**src/rtl/route_sequencer.sv**
```systemverilog
// Route sequencer: steps through a 16-entry action table on each node event,
// handshakes each action to the motion executor and stops after LAPS END markers.
module route_sequencer #(
    parameter int unsigned HOLDOFF = 250,
    parameter int unsigned LAPS    = 2
) (
    input  logic       clk,
    input  logic       reset,
    input  logic       cfg_we,
    input  logic [3:0] cfg_addr,
    input  logic [3:0] cfg_wdata,
    input  logic       start,
    input  logic       node_event,
    output logic [2:0] act_code,
    output logic       act_valid,
    input  logic       act_ready,
    output logic       start_detecting,
    output logic [3:0] node_idx,
    output logic [3:0] lap_cnt,
    output logic       running,
    output logic       finished,
    output logic       overrun
);

    localparam int unsigned CW = (HOLDOFF > 0) ? $clog2(HOLDOFF + 1) : 1;

    localparam logic [3:0] TBL_INIT [16] = '{
        4'b0110, 4'b0001, 4'b0110, 4'b0110, 4'b1001, 4'b0110, 4'b1001, 4'b1110,
        4'b0111, 4'b0111, 4'b0111, 4'b0111, 4'b0111, 4'b0111, 4'b0111, 4'b0111
    };

    localparam logic [2:0] CODE_END = 3'b111;

    typedef enum logic [2:0] {
        S_IDLE,
        S_WAIT_NODE,
        S_ISSUE,
        S_HOLDOFF,
        S_DONE
    } state_t;

    state_t          state_q, state_d;
    logic [3:0]      tbl_q [16];
    logic [3:0]      tbl_d [16];
    logic [2:0]      code_q, code_d;
    logic            sd_q, sd_d;
    logic [3:0]      idx_q, idx_d;
    logic [3:0]      lap_q, lap_d;
    logic            ovr_q, ovr_d;
    logic            final_q, final_d;
    logic [CW-1:0]   cnt_q, cnt_d;
    logic [3:0]      entry;
    logic [4:0]      lap_inc;

    assign entry   = tbl_q[idx_q];
    assign lap_inc = {1'b0, lap_q} + 5'd1;

    always_comb begin
        state_d = state_q;
        tbl_d   = tbl_q;
        code_d  = code_q;
        sd_d    = sd_q;
        idx_d   = idx_q;
        lap_d   = lap_q;
        ovr_d   = ovr_q;
        final_d = final_q;
        cnt_d   = cnt_q;

        case (state_q)
            S_IDLE, S_DONE: begin
                if (cfg_we) tbl_d[cfg_addr] = cfg_wdata;
                if (start) begin
                    state_d = S_WAIT_NODE;
                    idx_d   = '0;
                    lap_d   = '0;
                    ovr_d   = 1'b0;
                    final_d = 1'b0;
                end
            end
            S_WAIT_NODE: begin
                if (node_event) begin
                    state_d = S_ISSUE;
                    if (entry[2:0] != CODE_END) begin
                        code_d = entry[2:0];
                        sd_d   = entry[3];
                        idx_d  = idx_q + 4'd1;
                    end else if (lap_inc == 5'(LAPS)) begin
                        lap_d   = lap_inc[3:0];
                        code_d  = CODE_END;
                        sd_d    = 1'b0;
                        final_d = 1'b1;
                    end else begin
                        // Lap boundary: restart at entry 0 without spending a node event.
                        lap_d  = lap_inc[3:0];
                        code_d = tbl_q[0][2:0];
                        sd_d   = tbl_q[0][3];
                        idx_d  = 4'd1;
                    end
                end
            end
            S_ISSUE: begin
                if (node_event) ovr_d = 1'b1;
                if (act_ready) begin
                    if (final_q) begin
                        state_d = S_DONE;
                        code_d  = CODE_END;
                    end else if (HOLDOFF == 0) begin
                        state_d = S_WAIT_NODE;
                    end else begin
                        state_d = S_HOLDOFF;
                        cnt_d   = CW'(HOLDOFF);
                    end
                end
            end
            S_HOLDOFF: begin
                if (cnt_q <= CW'(1)) begin
                    state_d = S_WAIT_NODE;
                    cnt_d   = '0;
                end else begin
                    cnt_d = cnt_q - CW'(1);
                end
            end
            default: state_d = S_IDLE;
        endcase
    end

    always_ff @(posedge clk) begin
        if (reset) begin
            state_q <= S_IDLE;
            tbl_q   <= TBL_INIT;
            code_q  <= '0;
            sd_q    <= 1'b0;
            idx_q   <= '0;
            lap_q   <= '0;
            ovr_q   <= 1'b0;
            final_q <= 1'b0;
            cnt_q   <= '0;
        end else begin
            state_q <= state_d;
            tbl_q   <= tbl_d;
            code_q  <= code_d;
            sd_q    <= sd_d;
            idx_q   <= idx_d;
            lap_q   <= lap_d;
            ovr_q   <= ovr_d;
            final_q <= final_d;
            cnt_q   <= cnt_d;
        end
    end

    assign act_code        = code_q;
    assign act_valid       = (state_q == S_ISSUE);
    assign start_detecting = sd_q;
    assign node_idx        = idx_q;
    assign lap_cnt         = lap_q;
    assign running         = (state_q != S_IDLE) && (state_q != S_DONE);
    assign finished        = (state_q == S_DONE);
    assign overrun         = ovr_q;

endmodule

```
**config.mk**
```make
export PLATFORM = sky130hd
export DESIGN_NAME = route_sequencer
export DESIGN_NICKNAME = d
export VERILOG_FILES = /design/src/rtl/route_sequencer.sv
export SDC_FILE = /design/constraint.sdc
export NUM_CORES = 1
export LEC_CHECK = 0
export CAP_MARGIN = 10
export CORE_UTILIZATION = 40
export CTS_CLUSTER_DIAMETER = 200
export DETAILED_ROUTE_END_ITERATION = 6
export REMOVE_ABC_BUFFERS = 1
export SLEW_MARGIN = 20
export SYNTH_ARGS = -nofsm -noshare
export SYNTH_HDL_FRONTEND = slang
export SYNTH_SLANG_ARGS = --single-unit
```
**constraint.sdc**
```tcl
create_clock -name clk -period 2.66 [get_ports clk]
set_input_delay 0.399 -clock clk [delete_from_list [all_inputs] [get_ports clk]]
set_output_delay 0.399 -clock clk [all_outputs]
set_load 0.01 [all_outputs]
```
==> flow_summary.html <==
<table>
<tr><th>Metric</th><th>Value</th></tr>
<tr><th colspan="2">Run status</th></tr>
<tr><td>Result of the run</td><td>completed</td></tr>
<tr><th colspan="2">STA</th></tr>
<tr><td>Post-layout minimum cycle time</td><td>2.49 ns</td></tr>
<tr><td>Fmax</td><td>402 MHz</td></tr>
<tr><td>Clk_skew</td><td>0.00565 ns</td></tr>
<tr><td>Worst slew margin</td><td>a little over half</td></tr>
<tr><td>Final TNS setup</td><td>0 ns</td></tr>
<tr><td>Count of final hold-check violations</td><td>0</td></tr>
<tr><td>Endpoints failing setup</td><td>0</td></tr>
<tr><td>Ratio of final minimum period to clock period</td><td>93.5%</td></tr>
<tr><td>Fin. max-slew vios</td><td>0</td></tr>
<tr><td>Tightest hold margin</td><td>0.377 ns</td></tr>
<tr><td>Setup repair after global routing missed its margin</td><td>false</td></tr>
<tr><td>Slew at the pin with the worst max-slew slack</td><td>0.694 ns</td></tr>
<tr><th colspan="2">Detailed routing</th></tr>
<tr><td>Number of detailed-routing iterations run before antenna repair</td><td>7</td></tr>
<tr><td>DRT iter0 DRCs</td><td>290</td></tr>
<tr><td>Drt drc</td><td>0</td></tr>
<tr><td>Average detailed-routed wire length per instance</td><td>18.1 um</td></tr>
<tr><td>Per-cell via count in the routed design</td><td>5.77</td></tr>
<tr><td>Remaining antenna violation count after routing</td><td>0</td></tr>
<tr><td>Via count</td><td>3848</td></tr>
<tr><td>Total wire length after detailed routing</td><td>about 12000 um</td></tr>
<tr><th colspan="2">Power and ir drop</th></tr>
<tr><td>Static leakage</td><td>around 1.9 nW</td></tr>
<tr><td>Internal cell power</td><td>2.56 mW</td></tr>
<tr><td>Sw Pwr</td><td>1.07 mW</td></tr>
<tr><td>Clock Power Share</td><td>34.8%</td></tr>
<tr><td>Part of the total power dissipated in combinational logic</td><td>24.6%</td></tr>
<tr><td>Power density over the cells</td><td>709 nW/um2</td></tr>
<tr><td>Largest voltage drop on the vdd net</td><td>around 0.34 mV</td></tr>
<tr><td>Net switching share of the total power</td><td>29.4%</td></tr>
<tr><td>Part of the power in registers</td><td>40.5%</td></tr>
<tr><th colspan="2">Floorplan</th></tr>
<tr><td>Ports placed on the boundary</td><td>30</td></tr>
<tr><td>Floorplan core area</td><td>10400 um2</td></tr>
<tr><td>Initial Util</td><td>between 40% and 50%</td></tr>
<tr><td>Die outline area</td><td>approximately 11000 um2</td></tr>
<tr><td>Die outline height</td><td>roughly 110 um</td></tr>
<tr><td>Number of placement rows</td><td>37</td></tr>
<tr><td>Die width</td><td>106 um</td></tr>
<tr><th colspan="2">Layout</th></tr>
<tr><td>Area taken by flip-flops and latches</td><td>1780 um2</td></tr>
<tr><td>Area growth syn-to-layout</td><td>18.0%</td></tr>
<tr><td>Number of nets in the layout</td><td>545</td></tr>
<tr><td>Final standard cell area without fillers</td><td>about 5100 um2</td></tr>
<tr><td>N_diodes</td><td>0</td></tr>
<tr><td>Area taken by multi-input logic gates</td><td>2360 um2</td></tr>
<tr><td>Fill count</td><td>1000</td></tr>
<tr><td>Fraction of final layout cells with drive strength greater than 1</td><td>10.9%</td></tr>
<tr><th colspan="2">Logic synthesis</th></tr>
<tr><td>Yosys warns</td><td>0</td></tr>
<tr><td>Post-synthesis instance area</td><td>between 4000 and 5000 um2</td></tr>
<tr><td>Cell accounting for the most synthesized area</td><td>dfxtp_1</td></tr>
<tr><td>Post-synthesis simple-gate area fraction</td><td>around a fifth</td></tr>
<tr><td>Area share of the leading cell type in the synthesized netlist</td><td>41.1%</td></tr>
<tr><td>Most frequently used flop master after synthesis</td><td>dfxtp_1</td></tr>
<tr><td>Cell variety after synth</td><td>53</td></tr>
<tr><td>Adder-cell share of the synthesized area</td><td>under 10%</td></tr>
<tr><td>Dominant combinational cell family by area after synthesis</td><td>simple AND/OR/NAND/NOR gates</td></tr>
<tr><td>XOR/XNOR Fraction of Synth Area</td><td>0.202%</td></tr>
<tr><td>Multiplexer share of the synthesized area</td><td>15.4%</td></tr>
<tr><td>Synthesized-area fraction occupied by ao, oa, aoi and oai cells</td><td>16.5%</td></tr>
<tr><td>Synthesized instance count</td><td>roughly 490</td></tr>
<tr><td>EDFF count, synth</td><td>0</td></tr>
<tr><td>Number of storage elements in the synthesis netlist</td><td>89</td></tr>
<tr><td>Main area contributors after synthesis</td><td>dfxtp_1 41%, mux2i_1 8.8%, nand2_1 6.5%, nor2_1 4.3%, a21oi_1 3.6%</td></tr>
<tr><td>Fraction of the yosys area taken by sequential cells</td><td>41.1%</td></tr>
<tr><td>Asr flop ratio synth</td><td>0%</td></tr>
<tr><td>Syn avg cell area</td><td>8.83 um2</td></tr>
<tr><th colspan="2">Setup path</th></tr>
<tr><td>Most repeated library cell on the critical path</td><td>buf_4</td></tr>
<tr><td>CP Data Required Time</td><td>2.93 ns</td></tr>
<tr><td>Delay of the slowest cell on the worst path</td><td>0.56 ns</td></tr>
<tr><td>Largest fanout on the critical path</td><td>23</td></tr>
<tr><td>Worst path arrival time</td><td>around 2.8 ns</td></tr>
<tr><td>Path type of the worst setup path</td><td>reg -&gt; reg</td></tr>
<tr><td>Crit end category</td><td>flop</td></tr>
<tr><td>Crit-path cells</td><td>buf_12, mux4_1, a22oi_1, a222oi_1, buf_4, buf_4, a21o_1, a32o_1</td></tr>
<tr><td>Type of origin of the critical path</td><td>flop</td></tr>
<tr><td>Critical path's slowest cell</td><td>mux4_1</td></tr>
<tr><th colspan="2">Place</th></tr>
<tr><td>Area after detailed placement</td><td>4810 um2</td></tr>
<tr><td>Routability cong.</td><td>0.908</td></tr>
<tr><td>Buffers added on ports</td><td>29</td></tr>
<tr><td>HPWL Detailed</td><td>8690 um</td></tr>
<tr><th colspan="2">Clock network</th></tr>
<tr><td>Total of hold buffers inserted after clock tree synthesis</td><td>0</td></tr>
<tr><td>Number of H-tree levels</td><td>3</td></tr>
<tr><td>Clock-pin slew on the worst setup and hold paths</td><td>0.09 ns</td></tr>
<tr><td>Largest buffer count on any clock path</td><td>2</td></tr>
<tr><td>Clock tree from TritonCTS</td><td>built</td></tr>
<tr><td>Clock sink total</td><td>89</td></tr>
<tr><td>Number of buffers added by the clock tree synthesis step</td><td>9</td></tr>
<tr><td>Clock tree root buffer cell</td><td>clkbuf_8</td></tr>
<tr><td>Insertion delay to the later sink of the worst-skew pair</td><td>0.37 ns</td></tr>
<tr><th colspan="2">GRT</th></tr>
<tr><td>Initial antenna violation count</td><td>0</td></tr>
<tr><td>Overall routing resource usage</td><td>22.4%</td></tr>
<tr><td>Global-route wire length before repair</td><td>19200 um</td></tr>
<tr><td>Total grt overflow</td><td>0</td></tr>
<tr><td>Number of global-route vias before repair</td><td>~3500</td></tr>
<tr><td>Pin count of the biggest net entering global routing</td><td>40</td></tr>
<tr><th colspan="2">Flow run</th></tr>
<tr><td>Max-cap violation count</td><td>0</td></tr>
<tr><th colspan="2">Hold path</th></tr>
<tr><td>Class of the most critical hold timing path</td><td>in -&gt; reg</td></tr>
</table>
-- sequential cells by signal, indices dropped and copies added, names as in the netlist --
signal and cells:
act_code 3, node_idx 4, cnt_q 8, final_q 1, overrun 1, state_q 3, tbl_q 64, start_detecting 1
lap_cnt 4
-- cell type report --
type / instances / area share [%]
multi-input cells: 361 / 46.1
flip-flops and latches: 89 / 34.9
repair buffers: 54 / 9.49
well taps: 136 / 3.33
clock buffers: 11 / 2.96
clock inverters: 5 / 2.44
inverters: 11 / 0.807
-- stage by stage --
| stage | util [%] | instances | total power, mW | setup WS (ns) |
|---|---|---|---|---|
| floorplan | - | 461 | 2.01 | -0.847 |
| global placement | 46.2 | 648 | 2.34 | 0.260 |
| detailed placement | 46.2 | 648 | 2.36 | 0.152 |
| CTS | 48.8 | 664 | 3.62 | 0.107 |
| global route | 49.1 | 667 | 3.79 | 0.0681 |
| finish | 49.1 | 667 | 3.63 | 0.172 |
-- Yosys cell counts, types with 6 or more instances --
| master | instances |
|---|---|
| nand2b_1 | 6 |
| a221oi_1 | 6 |
| nand2_1 | 75 |
| o211ai_1 | 16 |
| nand3_1 | 23 |
| inv_1 | 11 |
| mux2i_1 | 38 |
| mux4_2 | 6 |
| dfxtp_1 | 89 |
| nor2b_1 | 6 |
| clkbuf_1 | 20 |
| nor3_1 | 14 |
| o21ai_0 | 19 |
| a21oi_1 | 31 |
| nor2_1 | 50 |
-- cell families (layout without fill, tap and decap cells) --
family / Yosys count / after routing
and+or+nand+nor: 196 / 196
AOI/OAI and AO/OA: 108 / 108
DFF: 89 / 89
muxes: 51 / 51
buffers and inverters: 41 / 81
adders and majority gates: 5 / 5
xor gates and xnor gates: 1 / 1
-- layer usage --
metal | track usage, % | up-vias | part of all wire (%)
li1 | - | 1848 | -
met1 | 28.4 | 1851 | 45
met2 | 36.6 | 120 | 47
met3 | 5.15 | 29 | 5.3
met4 | 9.03 | 0 | 3.2
met5 | 0 | - | 0
-- power groups by stage --
stage | clock (mW) | combinational [mW] | sequential [mW]
2_1_floorplan | 0 | 0.486 | 1.52
3_3_place_gp | 0 | 0.848 | 1.50
3_5_place_dp | 0 | 0.865 | 1.50
4_1_cts | 1.29 | 0.869 | 1.47
5_1_grt | 1.34 | 0.973 | 1.48
6_report | 1.26 | 0.894 | 1.47
-- cell usage in the layout (no fill, tap or decap), types with 4 or more instances in the layout --
cell type	n
a211o_1	4
a21o_1	4
a21oi_1	31
a221oi_1	5
a22oi_1	5
buf_4	24
bufinv_16	4
clkbuf_8	11
clkdlybuf4s50_1	28
dfxtp_1	87
ha_1	5
inv_1	11
mux2i_1	38
mux4_1	5
mux4_2	6
nand2_1	75
nand2b_1	6
nand3_1	23
nand4b_1	4
nor2_1	50
nor2b_1	5
nor3_1	14
o211ai_1	16
o21ai_0	17
o21ai_1	5
-- repair_timing --
| action | in CTS | in global routing |
|---|---|---|
| buffers inserted | 0 | 3 |
| resized for setup | 0 | 6 |
| endpoints found under the setup margin | 0 | 5 |
-- final timing paths --
kind / from / end / slack, ns / depth (start not counted)
max reg2reg: node_idx[0] / node_idx[1] / 0.17 / 8
min: reset / tbl_q[60] / 0.38 / 2
max: node_idx[0] / node_idx[1] / 0.17 / 8
min reg2reg: tbl_q[15] / tbl_q[15] / 0.47 / 2
-- critical path, delay by kind of cell, from the launching register on --
kind	cells	cell delay [ns]
compound gates	4	0.87
buf+inv	3	0.56
flops	1	0.39
mux	1	0.56
(Power assumes the default switching activity.)
